===== config.mk =====
export PLATFORM = sky130hd
export DESIGN_NAME = game_state_ctrl
export DESIGN_NICKNAME = d
export VERILOG_FILES = /design/src/rtl/game_state_ctrl.sv
export SDC_FILE = /design/constraint.sdc
export NUM_CORES = 1
export LEC_CHECK = 0
export BUFFER_PORTS_ARGS = -buffer_cell sky130_fd_sc_hd__buf_2
export CAP_MARGIN = 20
export CORE_ASPECT_RATIO = 1.2
export CORE_MARGIN = 8
export CORE_UTILIZATION = 30
export DETAILED_ROUTE_END_ITERATION = 6
export PLACE_DENSITY = 0.58
export SLEW_MARGIN = 10
export SYNTH_ARGS = -nofsm -noshare
export SYNTH_HDL_FRONTEND = slang
export SYNTH_SLANG_ARGS = --single-unit

===== constraint.sdc =====
create_clock -name game_clk -period 6.8 [get_ports game_clk]
set_input_delay 0.68 -clock game_clk [delete_from_list [all_inputs] [get_ports game_clk]]
set_output_delay 0.68 -clock game_clk [all_outputs]
set_load 0.01 [all_outputs]

===== src/rtl/game_state_ctrl.sv =====
// Game sequencer: INIT/START/END/RESET flow, score, speed level and clear pulse on game_clk.
// Define HIGH_SCORE_EN to add the best-score register; otherwise high_score is tied to zero.
module game_state_ctrl #(
  parameter int TICKS_PER_POINT  = 6,
  parameter int SCORE_MAX        = 9999,
  parameter int POINTS_PER_LEVEL = 100,
  parameter int MAX_LEVEL        = 7,
  parameter int END_HOLD         = 60,
  parameter int RESET_CYCLES     = 4
) (
  input  logic        game_clk,
  input  logic        rst,
  input  logic        key_start,
  input  logic        collision,
  output logic [1:0]  game_state,
  output logic [13:0] score,
  output logic [13:0] high_score,
  output logic [2:0]  speed_level,
  output logic        clear_pulse
);
  localparam int TW = (TICKS_PER_POINT > 1) ? $clog2(TICKS_PER_POINT) : 1;
  localparam int DW = $clog2(END_HOLD + 1);
  localparam int RW = (RESET_CYCLES > 1) ? $clog2(RESET_CYCLES) : 1;

  typedef enum logic [1:0] {
    ST_INIT  = 2'd0,
    ST_START = 2'd1,
    ST_END   = 2'd2,
    ST_RESET = 2'd3
  } state_e;

  state_e        state_q;
  logic [13:0]   score_q;
  logic [13:0]   bound_q;
  logic [2:0]    level_q;
  logic          clear_q;
  logic          key_q;
  logic [TW-1:0] tick_q;
  logic [DW-1:0] dwell_q;
  logic [RW-1:0] rcnt_q;
`ifdef HIGH_SCORE_EN
  logic [13:0]   high_q;
`endif

  logic          key_rise;
  logic          tick_wrap;
  logic          dwell_done;
  logic          level_step;
  logic [TW-1:0] tick_d;
  logic [13:0]   score_d;

  assign key_rise   = key_start & ~key_q;
  assign tick_wrap  = (tick_q == TW'(TICKS_PER_POINT - 1));
  assign tick_d     = tick_wrap ? '0 : tick_q + 1'b1;
  assign score_d    = (score_q == 14'(SCORE_MAX)) ? score_q : score_q + 14'd1;
  assign dwell_done = (dwell_q == DW'(END_HOLD));
  // bound_q is the score at which the next level starts; score moves by at most one per cycle
  assign level_step = (level_q != 3'(MAX_LEVEL)) && (score_q >= bound_q);

  always_ff @(posedge game_clk or posedge rst) begin
    if (rst) begin
      state_q <= ST_INIT;
      score_q <= '0;
      bound_q <= 14'(POINTS_PER_LEVEL);
      level_q <= '0;
      clear_q <= 1'b0;
      key_q   <= 1'b0;
      tick_q  <= '0;
      dwell_q <= '0;
      rcnt_q  <= '0;
`ifdef HIGH_SCORE_EN
      high_q  <= '0;
`endif
    end else begin
      key_q   <= key_start;
      clear_q <= 1'b0;
      if (level_step) begin
        level_q <= level_q + 3'd1;
        bound_q <= bound_q + 14'(POINTS_PER_LEVEL);
      end
      case (state_q)
        ST_INIT: begin
          if (key_rise) state_q <= ST_START;
        end
        ST_START: begin
          tick_q <= tick_d;
          if (collision) begin
            // collision beats a point scheduled in the same cycle
            state_q <= ST_END;
            dwell_q <= '0;
`ifdef HIGH_SCORE_EN
            if (score_q > high_q) high_q <= score_q;
`endif
          end else if (tick_wrap) begin
            score_q <= score_d;
          end
        end
        ST_END: begin
          if (key_rise && dwell_done) begin
            state_q <= ST_RESET;
            clear_q <= 1'b1;
            score_q <= '0;
            tick_q  <= '0;
            level_q <= '0;
            bound_q <= 14'(POINTS_PER_LEVEL);
            rcnt_q  <= '0;
          end else if (!dwell_done) begin
            dwell_q <= dwell_q + 1'b1;
          end
        end
        default: begin
          if (rcnt_q == RW'(RESET_CYCLES - 1)) state_q <= ST_START;
          else rcnt_q <= rcnt_q + 1'b1;
        end
      endcase
    end
  end

  assign game_state  = state_q;
  assign score       = score_q;
  assign speed_level = level_q;
  assign clear_pulse = clear_q;
`ifdef HIGH_SCORE_EN
  assign high_score  = high_q;
`else
  assign high_score  = 14'd0;
`endif

endmodule

# Word level (Yosys, flattened, before mapping)
# Index checks and enable logic that the tools add are counted.
[classes] addsub=6 n_lt_le_gt_ge=1 eq_ne=16 mux=28 bitwise_logic=3 reduce_logical=11
[ops] op="$mux 14" n=7
[ops] op="$pmux 14 s2" n=1
[ops] op="$mux 6" n=3
[ops] op="$ne 2x2->1 const B" n=8
[ops] op="$mux 3" n=5
[ops] op="$add 14x1->14 const B" n=1
[ops] op="$add 14x7->14 const B" n=1
[ops] op="$eq 14x14->1 const B" n=1
[ops] op="$ge 14x14->1" n=1
[ops] op="$mux 2" n=6
[ops] op="$pmux 6 s2" n=1
[ops] op="$reduce_and 4->1" n=2
[ops] op="$add 3x1->3 const B" n=2
[ops] op="$add 6x1->6 const B" n=1
[ops] op="$eq 6x6->1 const B" n=1
[ops] op="$pmux 2 s3" n=1
[ops] op="$pmux 3 s2" n=1
[ops] op="$reduce_and 5->1" n=1
[ops] op="$eq 2x2->1 const B" n=2
[ops] op="$pmux 2 s2" n=1
[ops] op="$reduce_bool 4->1" n=1
[ops] op="$eq 3x3->1 const B" n=1
[ops] op="$ne 3x3->1 const B" n=1
[ops] op="$reduce_and 3->1" n=1
[ops] op="11 further kinds" n=14
[word_totals] register_bits=46 word_cells=74

# Longest topological paths before layout
# Gate-level depths: netlist (run 1).
[depth] ltp_word=5 mapped_depth=10 ltp_nobuf=9

# Least setup slack after synthesis (run 1)
# No wires, ideal clock.
[synth_path] path_type="reg2reg" from="register score_q[11] (netlist: score[11])" to="register bound_q[11]" setup_ns=0.125 arrival_ns=2.109 path_slack_ns=4.567 path_stages_with_launch=8 period_less_slack_ns=2.233 cell_sequence="dfrtp_1 ha_1 nand4_1 nor4_1 o21ai_1 a2111oi_4 nand2_1 mux2_2"
[synth_between] elab_chain_len=5
[synth_lines] element="start, declared" line="33" source="logic [13:0] score_q;"
[synth_lines] element="start signal, assigned" line="95" source="score_q <= score_d;"
[synth_lines] element="$ge 14x14->1 *" line="58" source="assign level_step = (level_q != 3'(MAX_LEVEL)) && (score_q >= bound_q);"
[synth_lines] element="$logic_and 1x1->1 *" line="58"
[synth_lines] element="$mux 14 *" line="77" source="if (level_step) begin"
[synth_lines] element="$mux 14" line="99" source="if (key_rise && dwell_done) begin"
[synth_lines] element="$mux 14 *" line="81" source="case (state_q)"
[synth_lines] element="end signal, assigned" line="64" source="bound_q <= 14'(POINTS_PER_LEVEL);"
[synth_lines] element="end signal, assigned" line="79" source="bound_q <= bound_q + 14'(POINTS_PER_LEVEL);"
[synth_lines] element="end signal, assigned" line="105" source="bound_q <= 14'(POINTS_PER_LEVEL);"
[synth_lines] element="end, declared" line="34" source="logic [13:0] bound_q;"
# Every way passes the cells marked *; elsewhere a longest branch is shown, timed or not.
# A chain may end at the register's enable or synchronous reset.

# Worst setup path in the final report (run 1)
[layout_path] from="register state_q[0] (netlist: game_state[0])" to="register score_q[10] (netlist: score[10])"
[layout_between] elab_chain_len=3 word_cells_on_any_way=9 cone_classes="6 x eq/ne; 1 x mux; 2 x reduce/logical"
[layout_lines] element="start, declared" line="32" source="state_e state_q;"
[layout_lines] element="start signal, assigned" line="62" source="state_q <= ST_INIT;"
[layout_lines] element="start signal, assigned" line="83" source="if (key_rise) state_q <= ST_START;"
[layout_lines] element="start signal, assigned" line="89" source="state_q <= ST_END;"
[layout_lines] element="$eq 2x1->1 / $eq 2x2->1 (equally long branches)" line="81"
[layout_lines] element="$ne 2x2->1 (no source line) / $reduce_bool 2->1 (equally long branches)"
[layout_lines] element="$reduce_and 5->1 (no source line)"
# Parallel ways exist; a longest one is shown, timed or not.

==> metrics, run 1 <==
status=finished clean; Seq/Total Area, Yosys=0.4039; Power Density=approximately 390 nW/um2; Hold EP=tick_q[1]$_DFFE_PP0P_; Post-CTS Resized=0; Placer Congestion=between 0.8 and 0.9; power share of the combinational group=0.472; Post-CTS Setup Inserts=0; Area Overhead vs Synth=10.20%; Post-synth top cells=dfrtp_1 (41), nand2_1 (32), nor2_1 (31); crit end category=flip-flop; sw power=~0.51 mW; Clock Power Share=0.147; clock period minus worst slack=~2.6 ns; Synth area leader=dfrtp_1; I/O Buffers=23; CTS root buffer=clkbuf_8; Req. time, crit path=7.02 ns; Yosys top cell area share=0.3751; Max-cap violations=0; DIE AREA=between 10000 and 15000 um2; CTS H-Tree Depth=2; reg2reg start=game_state[0]$_DFFE_PP0P_; Yosys reg bits=44; yosys warns=0; CP max stage cell=or3_1; nets=355; fill count=approximately 950; async set-reset flop share out of synthesis=1.000; Fmax=roughly 0.38 GHz; ANT nets after route=0; hold_sp=tick_q[2]$_DFFE_PP0P_; Slew HR=0.3220; first-pass GRT wire length=about 11000 um; Final setup viols=0; Internal=between 0.6 and 0.7 mW; vias=between 2000 and 2500; CTS sink cnt=44; main area contributors after synthesis=dfrtp_1 (38%), ha_1 (11%), xnor2_1 (4.8%); Reg2Reg Capture Point=score[10]$_DFFE_PP0P_; Crit Path Max Fanout=20; DRT iter0 DRCs=96; final-report hold violation count=0; r2r setup slk=roughly 4.2 ns; Mean Syn Cell Area=9.027 um2; worst vdd ir=about 0.0002 V; Critical Path Source Type=flip-flop; sequential share of power=0.381; share of cells above drive strength 1=0.1372; P_leak=1.381 nW; clk slew on worst S/H paths=0.09 ns; CTS tree=yes; Hold Buf Count CTS=0; vias in the first global route=2190; core area=8939 um2; CTS Buffer Depth=2; Post-Syn Area=2735 um2; antenna violations before repair=0; Worst-Margin Slew=between 1 and 1.5 ns; WHS=roughly 0.50 ns; worst setup margin=4.184 ns; grt ovf=0; Via density=approximately 4.8; Max Slew Vio Count=0; dominant cell by count in the synthesized netlist=dfrtp_1; dpl ws=around 4.2 ns; Die X=103.2 um; CP Cell Sequence=inv_1, ha_1, nand4_1, or3_1, clkinv_4, nor2_4, or2_4, or3_1, a21oi_1; Num CTS Buffers=5; GR Util All Layers=0.1068; number of synthesized flops with an enable pin=0; r2r worst-path depth=9; Worst Hold Class=flip-flop to flip-flop; Inserted Diodes=0; hold path cells=1; drt drc=0; predominant post-synthesis flop cell=dfrtp_1; Ports=38; wire per inst=roughly 14 um; Post-Route WL=around 6100 um; Rows=38; CP peak stage delay=about 0.51 ns; Initial Util=0.3060; Synth cell types=46; Crit path top cell by count=or3_1; Period Utilization, post-route=0.3847; DR pass1 iterations=4; Setup Skew=approximately 0.0065 ns; unrepaired setup endpoints after global routing=false; CP Data Arrival Time=between 2 and 3 ns; sw frac=0.4341; Setup TNS Final=0 ns; Die Ht=around 120 um; post-DP HPWL=roughly 4700 um; CP Class=flip-flop to flip-flop; Post-Syn Instances=roughly 300; worst-skew pair later-pin latency=roughly 0.30 ns; largest net degree at the start of global routing=45
[power groups by stage]
stage / Sequential, mW / Combinational, mW / Clock, mW
after global placement: 0.445 / 0.550 / 0
final: 0.444 / 0.550 / 0.172
after detailed placement: 0.448 / 0.558 / 0
after CTS: 0.444 / 0.561 / 0.181
after global routing: 0.458 / 0.639 / 0.191
after floorplan: 0.442 / 0.419 / 0
[cell usage in the layout, fill, tap and decap left out, types with 6 or more instances in the layout]
cell type  count
a21oi_1       19
buf_2         23
clkbuf_8       6
conb_1        14
dfrtp_1       41
ha_1          24
inv_1         20
nand2_1       32
nand3_1       11
nand4_1       12
nor2_1        31
o21ai_0       19
xnor2_1       15
[worst max path at each step]
stage,from,end,slack (ns)
2_1_floorplan,score[11]$_DFFE_PP0P_,bound_q[11]$_DFF_PP0_,4.57
3_3_place_gp,game_state[0]$_DFFE_PP0P_,score[10]$_DFFE_PP0P_,4.23
3_5_place_dp,game_state[0]$_DFFE_PP0P_,score[10]$_DFFE_PP0P_,4.16
4_1_cts,game_state[0]$_DFFE_PP0P_,score[10]$_DFFE_PP0P_,4.14
5_1_grt,game_state[0]$_DFFE_PP0P_,score[10]$_DFFE_PP0P_,3.99
6_report,game_state[0]$_DFFE_PP0P_,score[10]$_DFFE_PP0P_,4.18
[kinds of logic after synthesis]
| family | share of synthesized area |
|---|---|
| AO/OA/AOI/OAI | 0.1267 |
| XOR/XNOR | 0.05764 |
| adder cells (fa/ha/maj) | 0.1098 |
| buffers and inverters | 0.08143 |
| flip-flops | 0.4039 |
| multiplexers | 0.008234 |
| other | 0.001371 |
| AND/OR/NAND/NOR | 0.2109 |
[layer usage]
layer	up-vias	routed length (um)	track usage	share of wire
met3	8	363	0.02530	0.059
li1	1071	-	-	-
met4	0	95	0.03536	0.015
met5	-	0	0	0
met1	1023	2740	0.1352	0.45
met2	54	2942	0.1730	0.48
[registers in the layout, summed over array words and instances (netlist names)]
signal,count
score,14
key_q,1
clear_pulse,1
rcnt_q,2
game_state,2
bound_q,12
dwell_q,6
tick_q,3
speed_level,3
[final cells by class]
type / count / area [um2] / share of cell area
Multi-Input combinational cell: 230 / 1456 / 0.4832
Clock buffer: 6 / 82.58 / 0.02740
Timing Repair Buffer: 24 / 122.6 / 0.04068
Inverter: 22 / 87.58 / 0.02906
Clock inverter: 2 / 10.01 / 0.003321
Tap cell: 120 / 150.1 / 0.04981
Sequential cell: 44 / 1105 / 0.3665
[stage by stage]
stage,utilization,instance area (um2),power [mW],instances
2_1_floorplan,-,2784,0.8613,316
4_1_cts,0.3372,3014,1.185,448
3_3_place_gp,0.3268,2922,0.9952,440
5_1_grt,0.3372,3014,1.288,448
6_report,0.3372,3014,1.166,448
3_5_place_dp,0.3268,2922,1.006,440
[critical path: cells and delay by family, from the launching register on]
family	cells	cell delay, ns
buffers and inverters	2	0.32
AND/OR/NAND/NOR	5	1.33
AO/OA/AOI/OAI	1	0.15
adder cells (fa/ha/maj)	1	0.30
flip-flops	1	0.42
Power figures use the tool's default switching activity.
==> run 2, diff against run 1 <==
- clock period: 6.8 -> 2.55 ns (I/O delays scaled with it)
==> run 2 against run 1 <==
  * Wire length up 3.5%
  * Sequential share of layout area down 2.0 points
  * Hold slack worse by 0.41 ns
  * Critical path depth fell by 1
==> metrics, run 2 (synthesis results as in run 1) <==
power share of the combinational group=0.475; Final setup viols=0; CP Class=flip-flop to flip-flop; Post-Route WL=roughly 6400 um; CTS tree=yes; vias in the first global route=~2200; Setup Skew=~0.009 ns; reg2reg start=bound_q[11]$_DFF_PP0_; CTS Buffer Depth=2; CTS root buffer=clkbuf_8; total power=between 3 and 4 mW; most frequent cells in the layout=dfrtp_1 (41), nand2_1 (32), nor2_1 (31); Crit Path Max Fanout=6; Worst-Margin Slew=between 0.5 and 0.6 ns; Placer Congestion=approximately 0.84; Clock Power Share=0.173; worst-skew pair later-pin latency=0.30 ns; Rows=38; Setup TNS Final=0 ns; worst vdd ir=0.0006326 V; Num CTS Buffers=5; CTS H-Tree Depth=2; commonest non-fill, non-tap cell in the layout=dfrtp_1; sw frac=0.4199; post-DP HPWL=4994 um; r2r setup slk=around 0.19 ns; first-pass GRT wire length=approximately 11000 um; Max-cap violations=0; vias=between 2000 and 2500; CTS sink cnt=44; clock period minus worst slack=about 2.4 ns; hold path cells=1; CP Data Arrival Time=~2.6 ns; Area Overhead vs Synth=16.61%; Initial Util=0.3060; core area=between 8000 and 9000 um2; unrepaired setup endpoints after global routing=false; fill count=963; Ports=38; CP Capture Point=bound_q[11]$_DFF_PP0_; Inserted Diodes=0; sw power=1.393 mW; antenna violations before repair=0; I/O Buffers=23; r2r worst-path depth=8; Die Ht=120.6 um; ANT nets after route=0; Period Utilization, post-route=0.9273; DRT iter0 DRCs=84; Worst Hold Class=input port to flip-flop; Via density=approximately 4.8; max reg flops=14; Req. time, crit path=2.74 ns; GR Util All Layers=0.1078; Power Density=1040 nW/um2; DIE AREA=roughly 12000 um2; timing startpoint of the critical path=bound_q[11]$_DFF_PP0_; largest net degree at the start of global routing=20; clk slew on worst S/H paths=0.09 ns; wire per inst=around 14 um; status=finished clean; DR pass1 iterations=4; P_leak=between 1 and 1.5 nW; Fmax=approximately 0.42 GHz; Post-CTS Setup Inserts=0; Internal=approximately 1.9 mW; Slew HR=0.6077; crit end category=flip-flop; sequential share of power=0.352; Critical Path Source Type=flip-flop; drt drc=0; final-report hold violation count=0; grt ovf=0; Max Slew Vio Count=0; nets=371; Reg2Reg Capture Point=bound_q[11]$_DFF_PP0_; Die X=a little over 100 um; share of cells above drive strength 1=0.1773
==> run 2: cell types whose count changed in the layout (fill, tap and decap cells not counted) <==
cell,change
o21ai_1,-1
bufinv_16,+1
clkinv_4,+1
buf_16,+1
o21ai_2,+1
dlygate4sd3_1,+1
clkinv_2,-2
buf_4,+14
==> run 2: worst min-delay path by stage <==
stage	from	to	slack (ns)
after detailed placement	rst	rcnt_q[1]$_DFFE_PP0P_	0.25
after global placement	key_start	key_q$_DFF_PP0_	0.38
final	key_start	key_q$_DFF_PP0_	0.08
after CTS	key_start	key_q$_DFF_PP0_	0.07
after global routing	key_start	key_q$_DFF_PP0_	0.07
after floorplan	key_start	key_q$_DFF_PP0_	0.29
==> run 2: metal layers <==
| layer | up-vias | global-route usage | part of all wire |
|---|---|---|---|
| met3 | 2 | 0.02185 | 0.047 |
| met2 | 37 | 0.1859 | 0.51 |
| li1 | 1101 | - | - |
| met1 | 1065 | 0.1336 | 0.44 |
| met5 | - | 0 | 0 |
| met4 | 0 | 0.02357 | 0.0024 |
==> run 2: metrics by stage <==
| stage | hold slack, ns | instance area [um2] | std cells | utilization | setup WS [ns] |
|---|---|---|---|---|---|
| after floorplan | 0.2864 | 2784 | 316 | - | 0.3166 |
| after global placement | 0.3805 | 3027 | 454 | 0.3386 | 0.2224 |
| after detailed placement | 0.2527 | 3054 | 455 | 0.3417 | 0.1251 |
| after CTS | 0.07349 | 3186 | 464 | 0.3564 | 0.1033 |
| after global routing | 0.06660 | 3189 | 464 | 0.3568 | 0.02767 |
| final | 0.08319 | 3189 | 464 | 0.3568 | 0.1855 |
==> run 2: final cells by class <==
cell class / instances / area (um2) / area share
well taps: 120 / 150.1 / 0.04708
flip-flops and latches: 44 / 1105 / 0.3464
clock buffers: 6 / 82.58 / 0.02589
repair buffers: 40 / 265.3 / 0.08317
inverters: 22 / 87.58 / 0.02746
clock inverters: 2 / 38.79 / 0.01216
multi-input cells: 230 / 1460 / 0.4578
==> run 2: worst max-delay path, stage by stage, from the launching register on <==
cell	delay, ns
dfrtp_1	0.43
inv_1	0.08
ha_1	0.30
nand4_1	0.13
nor4_1	0.33
o21ai_2	0.18
a2111oi_4	0.42
nand2_1	0.11
mux2_2	0.28
==> run 2: what timing repair did <==
item	CTS	global route
hold buffers	1	0
resized for setup	0	1
endpoints found under the hold margin	12	0
endpoints found under the setup margin	0	1
==> run 2: power groups by stage <==
stage / logic (mW) / registers, mW / clock network, mW
3_3_place_gp: 1.55 / 1.17 / 0
6_report: 1.58 / 1.17 / 0.575
4_1_cts: 1.59 / 1.17 / 0.589
3_5_place_dp: 1.58 / 1.18 / 0
2_1_floorplan: 1.12 / 1.18 / 0
5_1_grt: 1.81 / 1.21 / 0.618
==> run 3, diff against run 2 <==
- CORE_UTILIZATION: 30 -> 35
- PLACE_DENSITY: 0.58 -> 0.64
==> run 3 against run 2 <==
  * First-iteration DRC count grew 81%
  * Sequential power is essentially flat
  * Power down 3.9%
  * Die area down 12%
  * Sequential cell count is the same
  * Clock-buffer cell count increased by 1
  * Wire length down 1.9%
  * Critical endpoint is now bound_q[12]$_DFF_PP0_
  * Largest cell class unchanged
  * Largest power group unchanged
==> metrics, run 3 (synthesis results as in run 1) <==
Req. time, crit path=between 2 and 3 ns; Final setup viols=0; r2r worst-path depth=9; Setup TNS Final=0 ns; clk slew on worst S/H paths=around 0.090 ns; CTS root buffer=clkbuf_8; post-DP HPWL=roughly 4800 um; fin util=0.4056; status=finished clean; nets=367; placed cell areas=a little under 3000 um2; Area Overhead vs Synth=12.99%; commonest non-fill, non-tap cell in the layout=dfrtp_1; wire per inst=~14 um; Max Slew Vio Count=0; P_leak=1.436 nW; Reg2Reg Capture Point=bound_q[12]$_DFF_PP0_; vias in the first global route=roughly 2300; most frequent cells in the layout=dfrtp_1 (41), nor2_1 (31), nand2_1 (31); Critical Path Source Type=flip-flop; DRT iter0 DRCs=between 150 and 200; Crit path buffers/inverters=2; fin area=3090 um2; crit end category=flip-flop; reg2reg start=bound_q[11]$_DFF_PP0_; GR Util All Layers=0.1201; Inserted Diodes=0; clock period minus worst slack=approximately 2.4 ns; Initial Util=0.3589; DIE AREA=approximately 11000 um2; CP peak stage delay=0.44 ns; Crit path max-delay family=compound AO/OA/AOI/OAI gates; Hold EP=key_q$_DFF_PP0_; WHS=roughly 0.08 ns; unrepaired setup endpoints after global routing=false; share of cells above drive strength 1=0.1735; Crit Path Max Fanout=6; hold path cells=1; Via density=approximately 5.2; antenna violations before repair=0; final-report hold violation count=0; CP Class=flip-flop to flip-flop; worst-skew pair later-pin latency=roughly 0.30 ns; CP Cell Sequence=inv_1, ha_1, nand4_1, nor4_2, o21ai_2, a2111oi_4, buf_4, nand4_1, a21oi_1; I/O Buffers=23; core area=~7600 um2; Worst Hold Class=input port to flip-flop; Power Density=~1000 nW/um2; r2r setup slk=0.16 ns; Placer Congestion=about 0.86; Crit path top cell by count=nand4_1; largest net degree at the start of global routing=20; Sequential cell area=between 1000 and 1500 um2; CP max stage cell=dfrtp_1; area of the multi-input gates=1474 um2; DR pass1 iterations=4; CTS Buffer Depth=2; Die X=96.70 um; CTS sink cnt=44; CTS H-Tree Depth=2; Post-Route WL=6238 um; Ports=38; Max-cap violations=0; drt drc=0; first-pass GRT wire length=between 10000 and 15000 um; Fmax=roughly 0.42 GHz; Rows=35; CP Data Arrival Time=around 2.6 ns; Die Ht=112.8 um; Num CTS Buffers=5; fill count=a little under 800; max reg flops=14; ANT nets after route=0; worst vdd ir=about 0.00058 V; CTS tree=yes; Period Utilization, post-route=0.9362; grt ovf=0; hold_sp=key_start; vias=~2200; Setup Skew=~0.018 ns
run 3: cell types whose count changed in the layout (fill, tap and decap cells not counted), sizes merged:
| cell | previous run | this run |
|---|---|---|
| clkinv | 3 | 2 |
| clkinvlp | 0 | 1 |
| bufinv | 1 | 0 |
| buf | 39 | 35 |
| clkbuf | 6 | 7 |
run 3: worst register-to-register path: stages, from the launching register on:
cell	delay (ns)
dfrtp_1	0.44
inv_1	0.08
ha_1	0.30
nand4_1	0.15
nor4_2	0.30
o21ai_2	0.17
a2111oi_4	0.44
buf_4	0.19
nand4_1	0.09
a21oi_1	0.16
run 3: per-stage QoR:
| step | cells | worst slack (ns) | total power [mW] |
|---|---|---|---|
| final | 432 | 0.1626 | 3.189 |
| after global routing | 432 | 0.01065 | 3.525 |
| after CTS | 431 | 0.02172 | 3.208 |
| after detailed placement | 422 | 0.06318 | 2.725 |
| after global placement | 422 | 0.1856 | 2.654 |
| after floorplan | 316 | 0.3166 | 2.297 |
run 3: layer usage:
metal	share of wire	GRT usage
met5	0	0
met4	0.035	0.06269
met3	0.048	0.03108
met2	0.49	0.2030
met1	0.42	0.1362
run 3: where the power goes:
group | internal, mW | switching (mW)
combinational | 0.629 | 0.918
clock | 0.220 | 0.241
sequential | 0.953 | 0.228
run 3: repair_timing:
action	in CTS	in global routing
setup buffers	0	1
setup endpoints to repair	0	10
hold endpoints to repair	8	0
resized for setup	0	4
hold buffers	1	0
run 3: how the worst max path moves through the flow:
stage	startpoint	end	slack [ns]	depth (start not counted)
6_report	bound_q[11]$_DFF_PP0_	bound_q[12]$_DFF_PP0_	0.16	9
5_1_grt	bound_q[11]$_DFF_PP0_	bound_q[11]$_DFF_PP0_	0.01	8
4_1_cts	bound_q[11]$_DFF_PP0_	bound_q[5]$_DFF_PP1_	0.02	8
3_5_place_dp	bound_q[11]$_DFF_PP0_	bound_q[5]$_DFF_PP1_	0.06	8
3_3_place_gp	bound_q[2]$_DFF_PP1_	bound_q[5]$_DFF_PP1_	0.19	8
2_1_floorplan	score[11]$_DFFE_PP0P_	bound_q[11]$_DFF_PP0_	0.32	7
run 3: layout make-up:
cell class                      instances  area share
Clock buffer                            7     0.02794
Clock inverter                          1    0.002429
Inverter                               22     0.02834
Multi-Input combinational cell        230      0.4769
Sequential cell                        44      0.3575
Tap cell                               92     0.03725
Timing Repair Buffer                   36     0.06964
